File: src/rtl/i2c_target_rx.sv
// rtl/i2c_target_rx.sv - I2C target write receiver with address match, ACK drive and byte delivery
// Optional GENERAL_CALL_EN: also ACK the general-call address 8'h00 (o_addr_match stays 0 for it).
module i2c_target_rx #(
  parameter logic [6:0] TARGET_ADDR = 7'h50,
  parameter int         SYNC_STAGES = 2
) (
  input  logic       std_clk,
  input  logic       reset_n,
  input  logic       i_scl,
  input  logic       i_sda,
  input  logic       i_rx_ready,
  output logic       o_sda_oe,
  output logic [7:0] o_data,
  output logic       o_data_valid,
  output logic       o_addr_match,
  output logic       o_busy
);

  localparam logic [2:0] IDLE     = 3'd0;
  localparam logic [2:0] ADDR     = 3'd1;
  localparam logic [2:0] ADDR_ACK = 3'd2;
  localparam logic [2:0] DATA     = 3'd3;
  localparam logic [2:0] DATA_ACK = 3'd4;
  localparam logic [2:0] IGNORE   = 3'd5;

  logic [SYNC_STAGES-1:0] scl_sync;
  logic [SYNC_STAGES-1:0] sda_sync;
  logic scl_h;
  logic sda_h;
  logic [2:0] state;
  logic [3:0] cnt;
  logic [7:0] shift_q;
  logic ack_pending;
  logic gc_q;

  always_ff @(posedge std_clk) begin
    if (!reset_n) begin
      scl_sync <= '1;
      sda_sync <= '1;
      scl_h    <= 1'b1;
      sda_h    <= 1'b1;
    end else begin
      scl_sync <= {scl_sync[SYNC_STAGES-2:0], i_scl};
      sda_sync <= {sda_sync[SYNC_STAGES-2:0], i_sda};
      scl_h    <= scl_sync[SYNC_STAGES-1];
      sda_h    <= sda_sync[SYNC_STAGES-1];
    end
  end

  logic scl_s, sda_s;
  logic scl_rise, scl_fall, start_det, stop_det;
  assign scl_s     = scl_sync[SYNC_STAGES-1];
  assign sda_s     = sda_sync[SYNC_STAGES-1];
  assign scl_rise  = !scl_h && scl_s;
  assign scl_fall  = scl_h && !scl_s;
  // Requiring SCL high in both samples means an SCL edge always wins over a coincident SDA edge.
  assign start_det = scl_h && scl_s && sda_h && !sda_s;
  assign stop_det  = scl_h && scl_s && !sda_h && sda_s;

  logic [7:0] next_shift;
  logic is_gc, addr_ok;
  assign next_shift = {shift_q[6:0], sda_s};
`ifdef GENERAL_CALL_EN
  assign is_gc = (next_shift == 8'h00);
`else
  assign is_gc = 1'b0;
`endif
  assign addr_ok = (next_shift == {TARGET_ADDR, 1'b0}) || is_gc;

  always_ff @(posedge std_clk) begin
    if (!reset_n) begin
      state        <= IDLE;
      cnt          <= 4'd0;
      shift_q      <= 8'd0;
      ack_pending  <= 1'b0;
      gc_q         <= 1'b0;
      o_sda_oe     <= 1'b0;
      o_data       <= 8'd0;
      o_data_valid <= 1'b0;
      o_addr_match <= 1'b0;
      o_busy       <= 1'b0;
    end else begin
      o_data_valid <= 1'b0;
      if (stop_det) begin
        state        <= IDLE;
        cnt          <= 4'd0;
        ack_pending  <= 1'b0;
        o_sda_oe     <= 1'b0;
        o_addr_match <= 1'b0;
        o_busy       <= 1'b0;
      end else if (start_det) begin
        state        <= ADDR;
        cnt          <= 4'd0;
        ack_pending  <= 1'b0;
        o_sda_oe     <= 1'b0;
        o_addr_match <= 1'b0;
        o_busy       <= 1'b1;
      end else begin
        case (state)
          ADDR: begin
            if (scl_rise && cnt != 4'd8) begin
              shift_q <= next_shift;
              cnt     <= cnt + 4'd1;
              if (cnt == 4'd7) begin
                if (addr_ok) begin
                  ack_pending <= 1'b1;
                  gc_q        <= is_gc;
                end else begin
                  state <= IGNORE;
                end
              end
            end else if (scl_fall && cnt == 4'd8 && ack_pending) begin
              state        <= ADDR_ACK;
              ack_pending  <= 1'b0;
              o_sda_oe     <= 1'b1;
              o_addr_match <= !gc_q;
            end
          end
          ADDR_ACK, DATA_ACK: begin
            if (scl_fall) begin
              o_sda_oe <= 1'b0;
              state    <= DATA;
              cnt      <= 4'd0;
            end
          end
          DATA: begin
            if (scl_rise && cnt != 4'd8) begin
              shift_q <= next_shift;
              cnt     <= cnt + 4'd1;
            end else if (scl_fall && cnt == 4'd8) begin
              // Consumer back-pressure is answered with a NACK since SCL is never stretched.
              if (i_rx_ready) begin
                o_sda_oe     <= 1'b1;
                o_data       <= shift_q;
                o_data_valid <= 1'b1;
                state        <= DATA_ACK;
              end else begin
                state <= IGNORE;
              end
            end
          end
          default: ;
        endcase
      end
    end
  end

endmodule

File: config.mk
export PLATFORM = sky130hd
export DESIGN_NAME = i2c_target_rx
export DESIGN_NICKNAME = d
export VERILOG_FILES = /design/src/rtl/i2c_target_rx.sv
export SDC_FILE = /design/constraint.sdc
export NUM_CORES = 1
export LEC_CHECK = 0
export CAP_MARGIN = 20
export CORE_ASPECT_RATIO = 1.75
export CORE_UTILIZATION = 55
export CTS_BUF_LIST = sky130_fd_sc_hd__clkbuf_16
export CTS_CLUSTER_DIAMETER = 200
export CTS_CLUSTER_SIZE = 24
export DETAILED_ROUTE_END_ITERATION = 10
export PLACE_DENSITY = 0.78
export SETUP_SLACK_MARGIN = 0.2
export SYNTH_ARGS = -nofsm -noshare
export SYNTH_HDL_FRONTEND = slang
export SYNTH_SLANG_ARGS = --single-unit
File: constraint.sdc
create_clock -name std_clk -period 2.5 [get_ports std_clk]
set_input_delay 0.625 -clock std_clk [delete_from_list [all_inputs] [get_ports std_clk]]
set_output_delay 0.625 -clock std_clk [all_outputs]
set_load 0.01 [all_outputs]
[After elaboration in Yosys (flattened, before gate mapping)]
Index checks and enable logic that the tools add are counted.
Operators by class
  $add $sub $neg: 1
  $mul: 0
  div/mod/pow operators: 0
  $lt $le $gt $ge: 0
  eq/ne operators: 26
  shifts and indexed selects: 0
  multiplexer cells: 25
  bitwise operators: 6
  reductions and logical operators: 31
Operators with widths (number)
  3-bit two-way mux: 7
  7-bit AND reduction: 3
  3-bit inequality test, second input constant: 6
  4-bit inequality test, second input constant: 4
  2-bit inequality test, second input constant: 7
  1-bit two-way mux: 13
  1-bit logical AND: 10
  3-bit case mux with 3 select lines: 1
  8-bit equality test, second input constant: 1
  4-bit two-way mux: 2
  4-bit case mux with 2 select lines: 1
  4-bit AND reduction: 2
  3-bit by 2-bit equality test with 1-bit output, second input constant: 2
  1-bit NOT: 6
  3-bit AND reduction: 2
  6-bit AND reduction: 1
  2-bit OR reduction: 3
  6-bit OR reduction: 1
  4-bit by 1-bit adder with 4-bit output, second input constant: 1
  4-bit by 3-bit equality test with 1-bit output, second input constant: 1
  4-bit equality test, second input constant: 1
  1-bit zero test: 4
  2-bit by 1-bit inequality test with 1-bit output, second input constant: 2
  2-bit nonzero test: 2
  6 further kinds: 6
Word-level totals
  bits in registers: 34
  latch bits: 0
  bits in writable memories: 0
  ROM bits: 0
  bits of input ports: 5
  memories kept: 0

[Logic depth before layout (Yosys ltp)]
Gate-level depths: netlist (run 1).
  word-level depth: 8
  mapped depth: 8
  depth with buffers taken out: 7

[Worst setup path after synthesis (run 1)]
Ideal clock, no wire load.
  kind: register to register
  start point: register cnt[0]
  end point: register cnt[1]
  setup time: 0.117 ns
  arrival time: 1.328 ns
  data required time: 2.383 ns
  setup slack: 1.056 ns
  cell stages (with the launch flop): 9
  path buffers: 1
  path through: dfxtp_1 inv_1 ha_1 nand3b_1 nand3_2 buf_6 nand2_1 mux2i_1 nor2_1
Between the ends
  cells in the longest elaborated chain, start to end: 4
Ends and longest elaborated chain
  from (decl): line 31  | logic [3:0] cnt;
  from (signal assigned): line 103  | cnt <= cnt + 4'd1;
  from (signal assigned): line 129  | cnt <= cnt + 4'd1;
  parallel branches: the longest is 4 deep, another holds 4-bit by 1-bit adder with 4-bit output
Several ways; the timed one is not identified. The select of a mux whose other input is x is not followed.
A chain may end at the register's enable or synchronous reset.

[Worst setup path in the final report (run 1)]
Same ends and word-level chain as after synthesis.

==> impl_metrics.yaml, run 1 <==
run_status:
  status: "finished, final reports clean"
sta:
  finalSetupViolations: 0
  skew_ns: 0.00571
  relSlewSlack: 0.577
  timing.final.crit_share: 0.712
  max_freq_ghz: 0.562
  final.setup.tns_ns: 0
  period_minus_slack_ns: 1.78
  tightest_slew_ns: 0.628
  hold_viol_final: 0
  rsz0062_at_grt: "no"
  drv_slew: 0
drt:
  avgViaCountPerCell: 5.74
  drt_iter0_drc: 22
  firstDrtPassIters: 4
  routed_wl_um: 2790
  vias: 1113
  ant_nets: 0
  wl_per_cell_um: 14.4
  drcViolationCount: 0
clocking:
  cts-resized-gates: 0
  cts-root-buf: "clkbuf_16"
  clk_pin_slew_worst_paths_ns: 0.05
  clk_latency_ns: 0.27
  clock_sinks: 34
  cts.htree.levels: 2
  clockBufferDepth: 2
  numCtsBuffers: 5
  postCtsHoldBufs: 0
  cts_setup_buffers: 0
  cts_tree: "done"
yosys:
  synthFlopType: "dfxtp_1"
  synth-seq-area-share: 0.451
  synthCells: 150
  syn_nets: 157
  synth_edf_count: 0
  ys_ff_latch: 34
  ys_types: 39
  async_reset_ff_frac: 0
  yosysWarnings: 0
  syn_avg_cell_area_um2: 10.1
  syn_area_um2: 1510
die:
  dieHeight_um: 71.3
  io_pins: 17
  die_w_um: 41.6
  core_region_area_um2: 2550
  start_util: 0.591
  die_area_um2: 2970
  num_rows: 24
setup_path:
  crit_fanout: 11
  crit_type: "reg -> reg"
  rr_endpoint: "cnt[1]$_SDFFE_PP0P_"
  crit_path_start_kind: "flip-flop"
  critPathRequiredTime_ns: 2.66
  cp_slowest_cell: "dfxtp_1"
  rrSetupSlack_ns: 0.72
  arrival_ns: 1.94
  crit_path_cell_trace: "inv_1, ha_1, nand3b_1, nand3_2, nand2_1, mux2i_1, nor2_1"
  rr_startpoint: "cnt[0]$_SDFFE_PP0P_"
  max_stage_delay_ns: 0.40
  endpoint_kind: "flip-flop"
  worst_r2r_path_depth: 7
placed_design:
  gp_congestion: 0.913
  numPortBuffers: 16
  hpwl_um: 1960
  place_area_um2: 1680
global_routing:
  grt_pass1_vias: 1086
  antenna_found_initial: 0
  grt_usage: 0.210
  grt_max_degree: 26
  grt_pass1_wl_um: 4730
  grt.overflow.total: 0
pwr:
  p_int_uw: 932
  power_frac_seq: 0.482
  switching_share: 0.200
  p_switching_uw: 233
  vdd_drop_max_mv: 0.738
  comb_power_share: 0.046
  power_frac_clock: 0.472
  powerDensity_nw_per_um2: 645
  p_total_mw: 1.16
  power_leakage_nw: 0.702
finish:
  drive_above_1_share: 0.0893
  area_growth_pct: 19.6
  final_cell_mix: "34 x dfxtp_1, 17 x mux2i_1, 17 x nor2b_1, 16 x clkdlybuf4s50_1, 13 x nor2_1"
  antennaDiodeCount: 0
  fin_nets: 176
  finalInstanceArea_um2: 1800
  final_common_cell: "dfxtp_1"
worst_hold_path:
  holdPathEnd: "sda_sync[1]$_SDFF_PN1_"
  hp-class: "reg -> reg"
  min-delay-start: "sda_sync[0]$_SDFF_PN1_"
  min_path_cells: 1
job:
  drv_cap: 0
==> per-layer routing <==
| metal | track usage | vias to the layer above | part of all wire |
|---|---|---|---|
| met1 | 0.213 | 519 | 0.39 |
| li1 | - | 554 | - |
| met5 | 0 | - | 0 |
| met3 | 0.0630 | 9 | 0.044 |
| met4 | 0.143 | 0 | 0.036 |
| met2 | 0.361 | 31 | 0.53 |
==> Yosys cell counts, drive strengths merged (2+ instances only) <==
library cell / count / area, µm²
clkbuf: 2 / 7.51
and2: 2 / 12.5
a311oi: 2 / 17.5
buf: 3 / 26.3
nor2: 14 / 68.8
inv: 3 / 11.3
a21oi: 6 / 37.5
nor2b: 17 / 106
nand2b: 7 / 51.3
mux2i: 17 / 170
a31oi: 3 / 18.8
dfxtp: 34 / 681
ha: 2 / 25.0
xnor2: 5 / 43.8
and2b: 3 / 23.8
nand3: 6 / 40.0
nand2: 4 / 15.0
o21ai: 5 / 25.0
==> state kept, by name, summed over array words and instances (netlist names) <==
signal        flops
o_data            8
scl_sync          2
o_data_valid      1
sda_sync          2
shift_q           8
cnt               4
state             3
o_addr_match      1
ack_pending       1
o_busy            1
sda_h             1
o_sda_oe          1
scl_h             1
==> critical path: cells and delay by family (launching register included) <==
kind	cells	cell delay [ns]
buf+inv	1	0.06
simple gates	4	0.79
fa+ha+maj	1	0.21
flops	1	0.40
mux	1	0.21
==> cells by family (layout without fill, tap and decap cells) <==
kind of cell,after synthesis,in the layout,synth area share
XOR/XNOR,5,5,0.0290
buffers and inverters,8,26,0.0298
AND/OR/NAND/NOR,61,61,0.255
flip-flops,34,34,0.451
multiplexers,17,17,0.113
adder cells (fa/ha/maj),2,2,0.0166
AO/OA/AOI/OAI,23,23,0.105
==> worst max-delay path by stage <==
stage / start / endpoint / slack, ns / depth (start not counted)
after CTS: cnt[0]$_SDFFE_PP0P_ / cnt[1]$_SDFFE_PP0P_ / 0.71 / 7
after global routing: cnt[0]$_SDFFE_PP0P_ / cnt[1]$_SDFFE_PP0P_ / 0.54 / 7
after global placement: i_rx_ready / o_data[2]$_SDFFE_PN0P_ / 0.61 / 5
after floorplan: cnt[0]$_SDFFE_PP0P_ / cnt[1]$_SDFFE_PP0P_ / 1.06 / 8
final: cnt[0]$_SDFFE_PP0P_ / cnt[1]$_SDFFE_PP0P_ / 0.72 / 7
after detailed placement: i_rx_ready / o_data[1]$_SDFFE_PN0P_ / 0.60 / 5
==> stage by stage <==
step	hold slack (ns)	setup slack (ns)	cells	util
final	0.411	0.720	194	0.707
after global routing	0.430	0.542	194	0.707
after CTS	0.418	0.706	194	0.707
after detailed placement	0.406	0.600	188	0.656
after global placement	0.389	0.605	188	0.656
after floorplan	0.386	1.06	150	-
==> area by class of cell <==
class	instances	area, µm²
clock inverter	1	3.75
fill	209	748
timing repair buffer	17	168
inverter	3	11.3
multi-input combinational	108	783
clock buffer	5	125
sequential	34	681
tap	26	32.5
==> power groups by stage <==
stage          Sequential, mW  Combinational [mW]  Clock [mW]
5_1_grt                 0.561              0.0600       0.581
3_3_place_gp            0.571              0.0530           0
6_report                0.561              0.0538       0.550
4_1_cts                 0.560              0.0544       0.563
2_1_floorplan           0.568              0.0396           0
3_5_place_dp            0.571              0.0540           0
Power figures use the tool's default switching activity.
==> run 2: changes to the inputs <==
--- a/config.mk
+++ b/config.mk
@@ -7,12 +7,12 @@
 export LEC_CHECK = 0
 export CAP_MARGIN = 20
 export CORE_ASPECT_RATIO = 1.75
-export CORE_UTILIZATION = 55
+export CORE_UTILIZATION = 54
 export CTS_BUF_LIST = sky130_fd_sc_hd__clkbuf_16
 export CTS_CLUSTER_DIAMETER = 200
 export CTS_CLUSTER_SIZE = 24
 export DETAILED_ROUTE_END_ITERATION = 10
-export PLACE_DENSITY = 0.78
+export PLACE_DENSITY = 0.77
 export SETUP_SLACK_MARGIN = 0.2
 export SYNTH_ARGS = -nofsm -noshare
 export SYNTH_HDL_FRONTEND = slang
==> constraint.sdc (replaced) <==
create_clock -name std_clk -period 1.8 [get_ports std_clk]
set_input_delay 0.45 -clock std_clk [delete_from_list [all_inputs] [get_ports std_clk]]
set_output_delay 0.45 -clock std_clk [all_outputs]
set_load 0.01 [all_outputs]
==> run 2 against run 1 <==
  * Combinational power up 54%
  * Non-clock buffer count up 7
  * Register-to-register slack worse by 0.43 ns
  * Critical path depth down 6
  * Total power up 42%
  * Wire length up 12%
  * Largest cell class unchanged
==> impl_metrics.yaml, run 2 (same netlist as run 1, synthesis figures left out) <==
drt:
  vias: 1153
  wl_per_cell_um: 15.2
  drcViolationCount: 0
  drt_iter0_drc: 11
  ant_nets: 0
  firstDrtPassIters: 4
  avgViaCountPerCell: 5.62
  routed_wl_um: 3120
clocking:
  cts-root-buf: "clkbuf_16"
  clk_pin_slew_worst_paths_ns: 0.05
  clock_sinks: 34
  numCtsBuffers: 5
  clk_latency_ns: 0.28
  cts_tree: "done"
  postCtsHoldBufs: 0
  cts.htree.levels: 2
  clockBufferDepth: 2
setup_path:
  critical_path.top_delay_family: "buffers and inverters"
  crit_fanout: 1
  crit_type: "reg -> out"
  rrSetupSlack_ns: 0.29
  endpoint_kind: "output port"
  rr_endpoint: "state[2]$_SDFFE_PP0P_"
  critPathBufInv: 1
  critPathLaunch: "o_data_valid$_SDFF_PP0_"
  arrival_ns: 1.10
  critPathRequiredTime_ns: 1.35
  critical_path_depth: 1
  crit_end: "o_data_valid"
  cp_slowest_cell: "clkdlybuf4s50_1"
  worst_r2r_path_depth: 5
  rr_startpoint: "shift_q[3]$_SDFFE_PN0P_"
  max_stage_delay_ns: 0.52
  crit_path_start_kind: "flip-flop"
  crit_path_cell_trace: "clkdlybuf4s50_1"
placed_design:
  place_area_um2: 1700
  pre_cts_ws_ns: 0.0452
  numPortBuffers: 16
  gp_congestion: 0.927
  hpwl_um: 2110
  dpl.cell_count: 192
sta:
  skew_ns: 0.00643
  timing.final.crit_share: 0.862
  relSlewSlack: 0.775
  setup_slack_ns: 0.248
  final.setup.tns_ns: 0
  period_minus_slack_ns: 1.55
  max_freq_ghz: 0.644
  tightest_slew_ns: 0.333
  hold_viol_final: 0
  finalSetupViolations: 0
  drv_slew: 0
  rsz0062_at_grt: "no"
die:
  die_area_um2: 3020
  die_w_um: 42.0
  start_util: 0.561
  dieHeight_um: 71.9
  num_rows: 25
  core_region_area_um2: 2690
  io_pins: 17
global_routing:
  grt_usage: 0.220
  grt_pass1_wl_um: 4910
  grtUsageMet1: 0.218
  gr-usage-met2: 0.377
  grt_busiest_layer: "met2"
  antenna_found_initial: 0
  grt.overflow.total: 0
  grt_max_degree: 26
  grt_pass1_vias: 1123
  met3_usage: 0.0721
finish:
  finalInstanceArea_um2: 1920
  finalCoreUtilization: 0.714
  stdcell_count: 205
  largestRegisters: "o_data: 8 flops, shift_q: 8 flops, cnt: 4 flops"
  area_growth_pct: 27.3
  fin_nets: 184
  drive_above_1_share: 0.191
  final_cell_mix: "30 x dfxtp_1, 17 x mux2i_1, 17 x nor2b_1, 12 x nor2_1, 8 x buf_4"
  final_common_cell: "dfxtp_1"
  antennaDiodeCount: 0
worst_hold_path:
  hp-class: "reg -> reg"
pwr:
  power_leakage_nw: 0.874
  powerDensity_nw_per_um2: 863
  vdd_drop_max_mv: 0.724
run_status:
  status: "finished, final reports clean"
job:
  drv_cap: 0
run 2: metal layers:
| metal | wire length (µm) | vias to the layer above |
|---|---|---|
| met5 | 0 | - |
| met4 | 107 | 0 |
| met3 | 99 | 13 |
| met2 | 1740 | 24 |
| met1 | 1170 | 542 |
| li1 | - | 574 |
run 2: repair_timing:
item,4_1_cts,5_1_grt
setup endpoints to repair,9,25
buffers inserted,0,4
gates resized for setup,9,15
pin swaps,0,6
gates cloned,0,1
run 2: where the power goes:
part	leakage [nW]	switching (mW)	internal [mW]	total (mW)
clock	0.0724	0.300	0.499	0.798
combinational	0.523	0.0407	0.0424	0.0831
sequential	0.278	0.0132	0.764	0.777
run 2: final cells by class:
cell class | instances | area (µm²)
repair buffers | 24 | 225
well taps | 27 | 33.8
flip-flops and latches | 34 | 688
multi-input cells | 109 | 825
fillers | 209 | 769
inverters | 3 | 11.3
clock buffers | 5 | 125
clock inverters | 3 | 12.5
run 2: worst min-delay path by stage:
stage                                      start                     end  cells past startpoint
after floorplan           scl_sync[0]$_SDFF_PN1_  scl_sync[1]$_SDFF_PN1_                      1
after global placement    scl_sync[0]$_SDFF_PN1_  scl_sync[1]$_SDFF_PN1_                      1
after detailed placement  scl_sync[0]$_SDFF_PN1_  scl_sync[1]$_SDFF_PN1_                      1
after CTS                 scl_sync[0]$_SDFF_PN1_  scl_sync[1]$_SDFF_PN1_                      1
after global routing      scl_sync[0]$_SDFF_PN1_  scl_sync[1]$_SDFF_PN1_                      1
final                     sda_sync[0]$_SDFF_PN1_  sda_sync[1]$_SDFF_PN1_                      1
run 2: metrics by stage:
| step | total power, mW | hold slack (ns) |
|---|---|---|
| 2_1_floorplan | 0.844 | 0.386 |
| 3_3_place_gp | 0.872 | 0.389 |
| 3_5_place_dp | 0.874 | 0.402 |
| 4_1_cts | 1.67 | 0.414 |
| 5_1_grt | 1.71 | 0.422 |
| 6_report | 1.66 | 0.408 |
